--- src/rtl/bloco_pkg.sv ---
// Shared definitions for the bloco_pipe datapath: opcodes, flag bit
// positions and opcode classification helpers.
// Optional feature macro: BLOCO_MULT_EN (enables the iterative MUL op).
package bloco_pkg;

    typedef enum logic [4:0] {
        OP_ADD = 5'd0,
        OP_SUB = 5'd1,
        OP_AND = 5'd2,
        OP_OR  = 5'd3,
        OP_XOR = 5'd4,
        OP_NOT = 5'd5,
        OP_SHL = 5'd6,
        OP_SHR = 5'd7,
        OP_MOV = 5'd8,
        OP_CMP = 5'd9,
        OP_LDI = 5'd10,
        OP_MUL = 5'd11
    } op_e;

    localparam int FLAG_Z = 3;
    localparam int FLAG_C = 2;
    localparam int FLAG_S = 1;
    localparam int FLAG_O = 0;

    // True when the opcode writes its result into the register file.
    function automatic logic op_writes(op_e o);
        case (o)
            OP_ADD, OP_SUB, OP_AND, OP_OR, OP_XOR, OP_NOT,
            OP_SHL, OP_SHR, OP_MOV, OP_LDI: return 1'b1;
`ifdef BLOCO_MULT_EN
            OP_MUL: return 1'b1;
`endif
            default: return 1'b0;
        endcase
    endfunction

    // True when the opcode updates the sticky flag register.
    function automatic logic op_sets_flags(op_e o);
        case (o)
            OP_ADD, OP_SUB, OP_AND, OP_OR, OP_XOR, OP_NOT,
            OP_SHL, OP_SHR, OP_MOV, OP_CMP: return 1'b1;
`ifdef BLOCO_MULT_EN
            OP_MUL: return 1'b1;
`endif
            default: return 1'b0;
        endcase
    endfunction

endpackage

--- src/rtl/bloco_alu.sv ---
// Combinational ALU for bloco_pipe: produces the result and the next
// value of the {Z,C,S,O} flags for every single-cycle opcode.
// Opcodes it does not implement return 0 and leave the flags untouched.
module bloco_alu
    import bloco_pkg::*;
#(
    parameter int W = 16
) (
    input  op_e          op_i,
    input  logic [W-1:0] a_i,
    input  logic [W-1:0] b_i,
    input  logic [W-1:0] imm_i,
    input  logic [3:0]   flags_i,
    output logic [W-1:0] result_o,
    output logic [3:0]   flags_o
);

    logic [W:0] sum;
    logic [W:0] diff;
    logic       carry;
    logic       ovf;

    // Compute result, carry/borrow and overflow, then fold them into flags.
    always_comb begin
        sum      = {1'b0, a_i} + {1'b0, b_i};
        diff     = {1'b0, a_i} - {1'b0, b_i};
        result_o = '0;
        flags_o  = flags_i;
        carry    = 1'b0;
        ovf      = 1'b0;
        case (op_i)
            OP_ADD: begin
                result_o = sum[W-1:0];
                carry    = sum[W];
                ovf      = (a_i[W-1] == b_i[W-1]) && (sum[W-1] != a_i[W-1]);
            end
            OP_SUB, OP_CMP: begin
                result_o = diff[W-1:0];
                carry    = diff[W];
                ovf      = (a_i[W-1] != b_i[W-1]) && (diff[W-1] != a_i[W-1]);
            end
            OP_AND: result_o = a_i & b_i;
            OP_OR:  result_o = a_i | b_i;
            OP_XOR: result_o = a_i ^ b_i;
            OP_NOT: result_o = ~a_i;
            OP_SHL: begin
                result_o = {a_i[W-2:0], 1'b0};
                carry    = a_i[W-1];
            end
            OP_SHR: begin
                result_o = {1'b0, a_i[W-1:1]};
                carry    = a_i[0];
            end
            OP_MOV: result_o = b_i;
            OP_LDI: result_o = imm_i;
            default: result_o = '0;
        endcase
        if (op_sets_flags(op_i)) begin
            flags_o[FLAG_Z] = (result_o == '0);
            flags_o[FLAG_S] = result_o[W-1];
            flags_o[FLAG_C] = carry;
            flags_o[FLAG_O] = ovf;
        end
    end

endmodule

--- src/rtl/bloco_pipe.sv ---
// bloco_pipe: register bank + ALU + sticky flags as a 2-stage pipeline
// (read/issue, execute/writeback) with result bypass from EX.
// Optional feature macro: BLOCO_MULT_EN (iterative shift-add MUL in EX).
module bloco_pipe
    import bloco_pkg::*;
#(
    parameter int BITS_PALAVRA  = 16,
    parameter int END_REGISTROS = 3
) (
    input  logic                     clk,
    input  logic                     reset_n,
    input  logic                     in_valid,
    output logic                     in_ready,
    input  logic [4:0]               op,
    input  logic [END_REGISTROS-1:0] sel_dest,
    input  logic [END_REGISTROS-1:0] sel_a,
    input  logic [END_REGISTROS-1:0] sel_b,
    input  logic [BITS_PALAVRA-1:0]  imm,
    input  logic                     clr_flags,
    output logic                     out_valid,
    output logic [BITS_PALAVRA-1:0]  out_result,
    output logic [END_REGISTROS-1:0] out_dest,
    output logic [3:0]               flags,
    input  logic [END_REGISTROS-1:0] dbg_sel,
    output logic [BITS_PALAVRA-1:0]  dbg_data
);

    localparam int W    = BITS_PALAVRA;
    localparam int NREG = 2 ** END_REGISTROS;

    logic [W-1:0]               regFile_q [NREG];
    logic                       exValid_q;
    op_e                        exOp_q;
    logic [W-1:0]               exA_q, exB_q, exImm_q;
    logic [END_REGISTROS-1:0]   exDest_q;
    logic [3:0]                 flags_q;
    logic                       outValid_q;
    logic [W-1:0]               outResult_q;
    logic [END_REGISTROS-1:0]   outDest_q;

    logic [W-1:0]               aluResult, exResult, opA, opB;
    logic [3:0]                 aluFlags, exFlags;
    logic                       retire, accept, exWrites;

    bloco_alu #(.W(W)) u_alu (
        .op_i    (exOp_q),
        .a_i     (exA_q),
        .b_i     (exB_q),
        .imm_i   (exImm_q),
        .flags_i (flags_q),
        .result_o(aluResult),
        .flags_o (aluFlags)
    );

`ifdef BLOCO_MULT_EN
    localparam int CW = $clog2(W);

    logic [2*W-1:0] mulAcc_q, mulCand_q, mulAccNext;
    logic [W-1:0]   mulPlier_q;
    logic [CW-1:0]  mulCnt_q;
    logic           exIsMul, mulDone;

    // Multiplier step, stall control and EX result/flag selection.
    always_comb begin
        exIsMul    = exValid_q && (exOp_q == OP_MUL);
        mulAccNext = mulAcc_q + (mulPlier_q[0] ? mulCand_q : '0);
        mulDone    = (mulCnt_q == CW'(W - 1));
        in_ready   = !(exIsMul && !mulDone);
        retire     = exValid_q && (!exIsMul || mulDone);
        exResult   = aluResult;
        exFlags    = aluFlags;
        if (exIsMul) begin
            exResult        = mulAccNext[W-1:0];
            exFlags[FLAG_Z] = (mulAccNext[W-1:0] == '0);
            exFlags[FLAG_S] = mulAccNext[W-1];
            exFlags[FLAG_C] = (mulAccNext[2*W-1:W] != '0);
            exFlags[FLAG_O] = (mulAccNext[2*W-1:W] != '0);
        end
    end

    // Shift-add state: loaded on MUL issue, one multiplier bit per EX cycle.
    always_ff @(posedge clk or negedge reset_n) begin
        if (!reset_n) begin
            mulAcc_q   <= '0;
            mulCand_q  <= '0;
            mulPlier_q <= '0;
            mulCnt_q   <= '0;
        end else if (accept && (op_e'(op) == OP_MUL)) begin
            mulAcc_q   <= '0;
            mulCand_q  <= {{W{1'b0}}, opA};
            mulPlier_q <= opB;
            mulCnt_q   <= '0;
        end else if (exIsMul && !mulDone) begin
            mulAcc_q   <= mulAccNext;
            mulCand_q  <= mulCand_q << 1;
            mulPlier_q <= mulPlier_q >> 1;
            mulCnt_q   <= mulCnt_q + CW'(1);
        end
    end
`else
    // Without the multiplier every EX instruction retires in one cycle.
    always_comb begin
        in_ready = 1'b1;
        retire   = exValid_q;
        exResult = aluResult;
        exFlags  = aluFlags;
    end
`endif

    // Issue handshake and operand read with bypass from the retiring EX result.
    always_comb begin
        accept   = in_valid && in_ready;
        exWrites = retire && op_writes(exOp_q);
        opA      = (exWrites && (exDest_q == sel_a)) ? exResult : regFile_q[sel_a];
        opB      = (exWrites && (exDest_q == sel_b)) ? exResult : regFile_q[sel_b];
    end

    // EX stage register: filled on accept, emptied when its instruction retires.
    always_ff @(posedge clk or negedge reset_n) begin
        if (!reset_n) begin
            exValid_q <= 1'b0;
            exOp_q    <= OP_ADD;
            exA_q     <= '0;
            exB_q     <= '0;
            exImm_q   <= '0;
            exDest_q  <= '0;
        end else if (accept) begin
            exValid_q <= 1'b1;
            exOp_q    <= op_e'(op);
            exA_q     <= opA;
            exB_q     <= opB;
            exImm_q   <= imm;
            exDest_q  <= sel_dest;
        end else if (retire) begin
            exValid_q <= 1'b0;
        end
    end

    // Register file writeback at retirement.
    always_ff @(posedge clk or negedge reset_n) begin
        if (!reset_n) begin
            for (int i = 0; i < NREG; i++) regFile_q[i] <= '0;
        end else if (exWrites) begin
            regFile_q[exDest_q] <= exResult;
        end
    end

    // Retirement outputs and sticky flags; clr_flags wins over any update.
    always_ff @(posedge clk or negedge reset_n) begin
        if (!reset_n) begin
            outValid_q  <= 1'b0;
            outResult_q <= '0;
            outDest_q   <= '0;
            flags_q     <= '0;
        end else begin
            outValid_q <= retire;
            if (retire) begin
                outResult_q <= exResult;
                outDest_q   <= exDest_q;
            end
            if (clr_flags) flags_q <= '0;
            else if (retire && op_sets_flags(exOp_q)) flags_q <= exFlags;
        end
    end

    assign out_valid  = outValid_q;
    assign out_result = outResult_q;
    assign out_dest   = outDest_q;
    assign flags      = flags_q;
    assign dbg_data   = regFile_q[dbg_sel];

endmodule

--- config.mk ---
export PLATFORM = sky130hd
export DESIGN_NAME = bloco_pipe
export DESIGN_NICKNAME = d
export VERILOG_FILES = /design/src/rtl/bloco_pkg.sv /design/src/rtl/bloco_alu.sv /design/src/rtl/bloco_pipe.sv
export SDC_FILE = /design/constraint.sdc
export NUM_CORES = 1
export LEC_CHECK = 0
export ABC_AREA = 1
export CORE_UTILIZATION = 30
export CTS_CLUSTER_DIAMETER = 100
export DETAILED_ROUTE_END_ITERATION = 7
export GPL_TIMING_DRIVEN = 0
export HOLD_SLACK_MARGIN = 0.12
export SYNTH_ARGS = -nofsm -noshare
export SYNTH_HDL_FRONTEND = slang
export SYNTH_SLANG_ARGS = --single-unit
--- constraint.sdc ---
create_clock -name clk -period 2.8 [get_ports clk]
set_clock_uncertainty 0.15 [all_clocks]
set_input_delay 0.28 -clock clk [delete_from_list [all_inputs] [get_ports clk]]
set_output_delay 0.28 -clock clk [all_outputs]
set_load 0.01 [all_outputs]
==> results_dict.tcl, run 1 <==
set metrics [dict create \
    outcome "completed" \
    setup_ws_ns 0.0208 \
    final_cells 3029 \
    grtUsageTotal_pct 26.9 \
    cts.htree.levels 1 \
    yosysTopAreaCell "dfrtp_1" \
    power_mw 12.8 \
    tightest_slew_ns 0.919 \
    rr_startpoint "exA_q[0]" \
    r2r_end "exB_q[2]" \
    grt_pass1_vias 15501 \
    rsz0062_at_grt "yes" \
    synth-edff-count 0 \
    dp.cells 2950 \
    place_ws_ns -0.821 \
    synthTopCellsByArea "dfrtp_1, nand2_1, o21ai_0" \
    antenna_found_initial 0 \
    io_pins 78 \
    clockRootBuffer "clkbuf_16" \
    worstHoldEndpoint "exImm_q[9]" \
    critPathBufInv 2 \
    area_growth_pct 22.7 \
    end_kind "output port" \
    detail_route.wl_per_cell_um 22.8 \
    ctsLongestPathBuffers 3 \
    r2r_cells 13 \
    required_ns 2.37 \
    syn_avg_cell_area_um2 6.70 \
    max_cap_viol_count 0 \
    path_class "reg -> out" \
    grt_start_max_net_pins 118 \
    drcViolationCount 0 \
    design_area_mm2 0.0182 \
    die_w_um 224 \
    path_max_fanout 3 \
    drtIter0Drc 1781 \
    vias 16323 \
    synth_ff_type "dfrtp_1" \
    vias_per_cell 5.39 \
    initial_utilization_pct 30.4 \
    start_kind "flop" \
    coreArea_mm2 0.0488 \
    num_antenna_cells 0 \
    vdd_drop_max_uv 467 \
    rows 81 \
    cts_tree "built" \
    clock_sinks 209 \
    hold_violations 0 \
    multiInputGateArea_mm2 0.00851 \
    wirelength_um 69000 \
    layout.nets 2439 \
    syn_area_mm2 0.0148 \
    fillerInstances 5268 \
    max_stage_delay_ns 0.59 \
    ff2ff_setup_slack_ns 0.04 \
    io_buffers 70 \
    yosysMostFrequentCell "nand2_1" \
    gp_congestion 1.04 \
    synthArstFlopShare_pct 100 \
    dieArea_mm2 0.0504 \
    relSlewSlack_pct 38.7 \
    hold_slack_ns 0.126 \
    yosys.area.top_type_share_pct 35.2 \
    ys_seq_area_share_pct 35.2 \
    hp-start "imm[9]" \
    hpwl_um 52200 \
    drive_gt1_share_pct 12.6 \
    hold_path_class "in -> reg" \
    period_share_pct 99.3 \
    postLayoutCoreUtil_pct 37.3 \
    p_per_area_mw_per_mm2 702 \
    grt_overflow_total 0 \
    setup_violations 0 \
    finalMaxSlewViolations 0 \
    crit_path_top_delay_cell "clkdlybuf4s50_1" \
    arrival_ns 2.35 \
    placed_area_mm2 0.0164 \
    synth.top_cells.by_count "nand2_1, o21ai_0, a21oi_1" \
    cts_made_buffers 25 \
    drt_first_pass_iters 6 \
    synth_cell_types 45 \
    clkTransAtPathRegs_ns 0.07 \
    grt_pass1_wl_um 101000 \
    min_period_ns 2.78 \
    ys.warnings.count 0 \
    synth_nets 2306 \
    ys_ff_latch 209 \
    max_freq_mhz 360 \
    postSynthCellCount 2215 \
    hold_path_depth 3 \
    critical-path-top-delay-family "compound AO/OA/AOI/OAI gates" \
    setup_tns_ns 0 \
    path_cells "inv_1, o21ai_1, a221oi_2, a31oi_1, clkdlybuf4s50_1" \
    seqCellArea_mm2 0.00525 \
    postRouteAntennaNets 0 \
    power.leakage_nw 8.07 \
    clk_latency_ns 0.56 \
    die_y_um 224 \
]
==> cell usage in the layout (no fill, tap or decap), types with 11 or more instances in the layout <==
| master | n |
|---|---|
| ha_1 | 46 |
| nand3_1 | 85 |
| buf_2 | 15 |
| dfrtp_1 | 197 |
| o21ai_1 | 14 |
| nor2_1 | 122 |
| clkbuf_2 | 12 |
| inv_1 | 200 |
| clkbuf_1 | 73 |
| o21ai_0 | 377 |
| clkdlybuf4s50_1 | 67 |
| buf_4 | 46 |
| nand2_2 | 15 |
| nor2_2 | 21 |
| a21oi_1 | 219 |
| a31oi_1 | 28 |
| clkbuf_16 | 25 |
| nand4_1 | 28 |
| inv_2 | 24 |
| nor2_4 | 20 |
| o22ai_1 | 15 |
| dfrtp_2 | 12 |
| buf_6 | 16 |
| nand2_1 | 536 |
| buf_1 | 11 |
| nand3_2 | 15 |
==> worst reg2reg max path: stages, from the launching register on <==
cell      delay [ns]
dfrtp_2         0.44
inv_2           0.12
ha_4            0.16
inv_2           0.05
fa_2            0.41
or2_2           0.30
nand3_1         0.09
nand2_1         0.05
nand3b_1        0.21
nor2_2          0.15
buf_4           0.23
inv_1           0.08
o21ai_1         0.11
o22ai_1         0.07
==> where the power goes <==
group / switching, mW / internal [mW] / leakage, nW / total [mW]
combinational: 3.22 / 1.70 / 4.91 / 4.92
sequential: 0.643 / 3.73 / 2.72 / 4.38
clock: 1.40 / 2.09 / 0.436 / 3.49
total: 5.26 / 7.53 / 8.07 / 12.8
==> routing by layer <==
metal / share of wire [%] / GRT usage (%)
met3: 7.6 / 4.26
met2: 46 / 44.3
met5: 0 / 0
met1: 42 / 35.1
met4: 4.2 / 10.8
==> timing repair <==
| action | 4_1_cts | 5_1_grt |
|---|---|---|
| hold buffers | 3 | 0 |
| buffers inserted | 12 | 18 |
| endpoints found under the hold margin | 94 | 0 |
| resized for setup | 105 | 120 |
| pin swaps | 5 | 16 |
| cloned | 0 | 2 |
| setup endpoints to repair | 147 | 146 |
==> worst max path at each step <==
stage	from	end	slack, ns	cells after the start
detailed placement	dbg_sel[0]	dbg_data[13]	-0.82	9
CTS	exA_q[4]	exB_q[11]	-0.006	15
global placement	reset_n	exOp_q[0]	-7.64	1
floorplan	exA_q[0]	exB_q[2]	0.38	13
global route	exA_q[0]	flags[3]	-0.10	15
finish	regFile_q[57]	dbg_data[9]	0.02	5
==> cell families (layout without fill, tap and decap cells) <==
logic type,Yosys count,in the layout,synth area share (%)
AOI/OAI and AO/OA,699,699,24.6
xor gates and xnor gates,9,9,0.531
adders and majority gates,54,54,4.65
buffers and inverters,381,530,10.7
DFF,209,209,35.2
other,1,1,0.0253
and+or+nand+nor,862,863,24.3
==> sequential cells by signal, indices dropped and copies added (netlist names) <==
signal      cells
exB_q          16
regFile_q     128
exA_q          16
out_result     16
exImm_q        16
exValid_q       1
out_valid       1
flags           4
exOp_q          5
exDest_q        3
out_dest        3
==> layout make-up <==
| cell class | instances | area share (%) |
|---|---|---|
| buffer | 155 | 4.80 |
| clock inverter | 15 | 1.10 |
| clock buffer | 29 | 3.68 |
| timing repair buffer | 105 | 5.65 |
| inverter | 226 | 4.68 |
| multi-input combinational | 1626 | 46.7 |
| sequential | 209 | 28.8 |
| tap | 664 | 4.56 |
Power figures use the tool's default switching activity.
==> inputs of run 2 (changes only) <==
--- a/config.mk
+++ b/config.mk
@@ -11,6 +11,7 @@
 export DETAILED_ROUTE_END_ITERATION = 7
 export GPL_TIMING_DRIVEN = 0
 export HOLD_SLACK_MARGIN = 0.12
+export SLEW_MARGIN = 5
 export SYNTH_ARGS = -nofsm -noshare
 export SYNTH_HDL_FRONTEND = slang
 export SYNTH_SLANG_ARGS = --single-unit
==> constraint.sdc (replaced) <==
create_clock -name clk -period 2.8 [get_ports clk]
set_clock_uncertainty 0.15 [all_clocks]
set_input_delay 0.7 -clock clk [delete_from_list [all_inputs] [get_ports clk]]
set_output_delay 0.7 -clock clk [all_outputs]
set_load 0.01 [all_outputs]
==> results_dict.tcl, run 2 (synthesized netlist as in run 1, its figures left out) <==
set metrics [dict create \
    mostFrequentLayoutCells "nand2_1, o21ai_0, a21oi_1, dfrtp_1, inv_1" \
    max_cap_viol_count 0 \
    cts_made_buffers 26 \
    p_int_mw 7.61 \
    seqPwrFrac_pct 33.5 \
    grt_overflow_total 0 \
    path_max_fanout 7 \
    rsz0062_at_grt "yes" \
    vdd_drop_max_uv 539 \
    final_cells 3069 \
    grtUsageTotal_pct 27.9 \
    drcViolationCount 0 \
    power.leakage_nw 8.39 \
    pwr-share-comb_pct 40.0 \
    min_period_ns 2.85 \
    coreArea_mm2 0.0488 \
    required_ns 1.95 \
    max_stage_delay_ns 0.20 \
    period_share_pct 102 \
    clkTransAtPathRegs_ns 0.06 \
    ctsLongestPathBuffers 3 \
    hold_path_depth 0 \
    hold_violations 0 \
    largest_reg_flops 128 \
    clock_sinks 209 \
    finalMaxSlewViolations 0 \
    worstHoldEndpoint "out_valid" \
    r2r_end "exB_q[15]" \
    p_per_area_mw_per_mm2 691 \
    layout.nets 2477 \
    r2r_cells 13 \
    antenna_found_initial 0 \
    gp_congestion 0.997 \
    area_growth_pct 27.2 \
    grt_pass1_vias 16115 \
    power_switching_mw 5.43 \
    setup_ws_ns -0.0532 \
    end_kind "output port" \
    start_kind "primary input" \
    outcome "finished, violations left" \
    timing.critical_path.mode_cell "clkbuf_16" \
    grt_start_max_net_pins 81 \
    path_class "in -> out" \
    setup_violations 3 \
    cts.htree.levels 1 \
    dp.cells 2951 \
    ff2ff_setup_slack_ns 0.06 \
    clockRootBuffer "clkbuf_16" \
    drive_gt1_share_pct 16.8 \
    placed_area_mm2 0.0164 \
    initial_utilization_pct 30.4 \
    design_area_mm2 0.0189 \
    final_common_cell "nand2_1" \
    pwr-share-clk_pct 26.5 \
    vias 16592 \
    vias_per_cell 5.41 \
    hold_path_class "reg -> reg" \
    io_pins 78 \
    path_cells "clkbuf_16, inv_8, clkbuf_16, clkbuf_16, a21oi_2, o21ai_1, nand2_1, nor2_2, a31oi_2, buf_2" \
    failed_checks "setup timing" \
    crit_path_top_delay_cell "a31oi_2" \
    max_freq_mhz 350 \
    rows 81 \
    drtIter0Drc 1733 \
    swShare_pct 41.6 \
    arrival_ns 2.00 \
    cts_tree "built" \
    rr_startpoint "exB_q[10]" \
    hpwl_um 54000 \
    relSlewSlack_pct 40.9 \
    dieArea_mm2 0.0504 \
    die_y_um 224 \
    io_buffers 70 \
    drt_first_pass_iters 8 \
    top_register "regFile_q" \
    setup_tns_ns -0.110 \
    die_w_um 224 \
    postRouteAntennaNets 0 \
    num_antenna_cells 0 \
    wirelength_um 71100 \
    detail_route.wl_per_cell_um 23.2 \
    clk_latency_ns 0.56 \
    grt_pass1_wl_um 104000 \
    hp-start "exValid_q" \
    tightest_slew_ns 0.886 \
]
## run 2: cell types whose count changed in the layout (fill, tap and decap cells not counted), sizes merged
cell and change:
buf +54, bufinv -3, clkbuf +8, clkdlybuf4s50 -16, clkinv -4, clkinvlp +2, dlygate4sd3 -2, dlymetal6s2s -1
inv +3, nand2 -1
## run 2: routing by layer
| layer | global-route usage (%) | vias up | share of wire (%) |
|---|---|---|---|
| met4 | 10.6 | 0 | 3.9 |
| met5 | 0 | - | 0 |
| met2 | 46.9 | 747 | 47 |
| met1 | 36.2 | 8027 | 42 |
| met3 | 3.72 | 146 | 7.3 |
| li1 | - | 7672 | - |
## run 2: through the flow
step	setup WS [ns]	total power, mW	utilization (%)	hold slack (ns)
finish	-0.0532	13.0	38.7	0.235
detailed placement	-1.79	8.67	33.7	0.222
global placement	-8.23	8.60	33.5	0.210
floorplan	0.00177	6.86	-	0.205
CTS	-0.0298	12.5	37.3	0.236
global route	-0.0682	13.8	38.7	0.243
## run 2: worst max-delay path by stage
stage | end | start | slack (ns)
3_5_place_dp | dbg_data[7] | dbg_sel[0] | -1.79
6_report | dbg_data[12] | dbg_sel[0] | -0.05
4_1_cts | dbg_data[12] | dbg_sel[0] | -0.03
2_1_floorplan | dbg_data[13] | dbg_sel[0] | 0.002
3_3_place_gp | flags[0] | reset_n | -8.23
5_1_grt | dbg_data[12] | dbg_sel[0] | -0.07
## run 2: cell type report
class / count / area, um^2
multi-input combinational: 1625 / 8690
clock buffer: 34 / 762
fill: 5241 / 30000
timing repair buffer: 144 / 1310
inverter: 226 / 866
tap: 664 / 831
sequential: 209 / 5240
buffer: 154 / 1060
clock inverter: 13 / 118
## run 2: critical path, delay by kind of cell
family,cells,cell delay (ns)
AO/OA/AOI/OAI,3,0.43
buffers and inverters,5,0.69
AND/OR/NAND/NOR,2,0.16
## run 2: what timing repair did
item,in CTS,in global routing
endpoints found under the hold margin,63,0
hold buffers,1,0
resized for setup,253,143
endpoints found under the setup margin,146,134
pin swaps,21,45
setup buffers,27,40
gates cloned,2,2
## run 2: power by group through the flow
| stage | clock (mW) | combinational (mW) | sequential [mW] |
|---|---|---|---|
| 3_5_place_dp | 0 | 4.28 | 4.39 |
| 4_1_cts | 3.52 | 4.71 | 4.32 |
| 6_report | 3.46 | 5.21 | 4.37 |
| 2_1_floorplan | 0 | 2.67 | 4.19 |
| 5_1_grt | 3.63 | 5.70 | 4.44 |
| 3_3_place_gp | 0 | 4.22 | 4.38 |
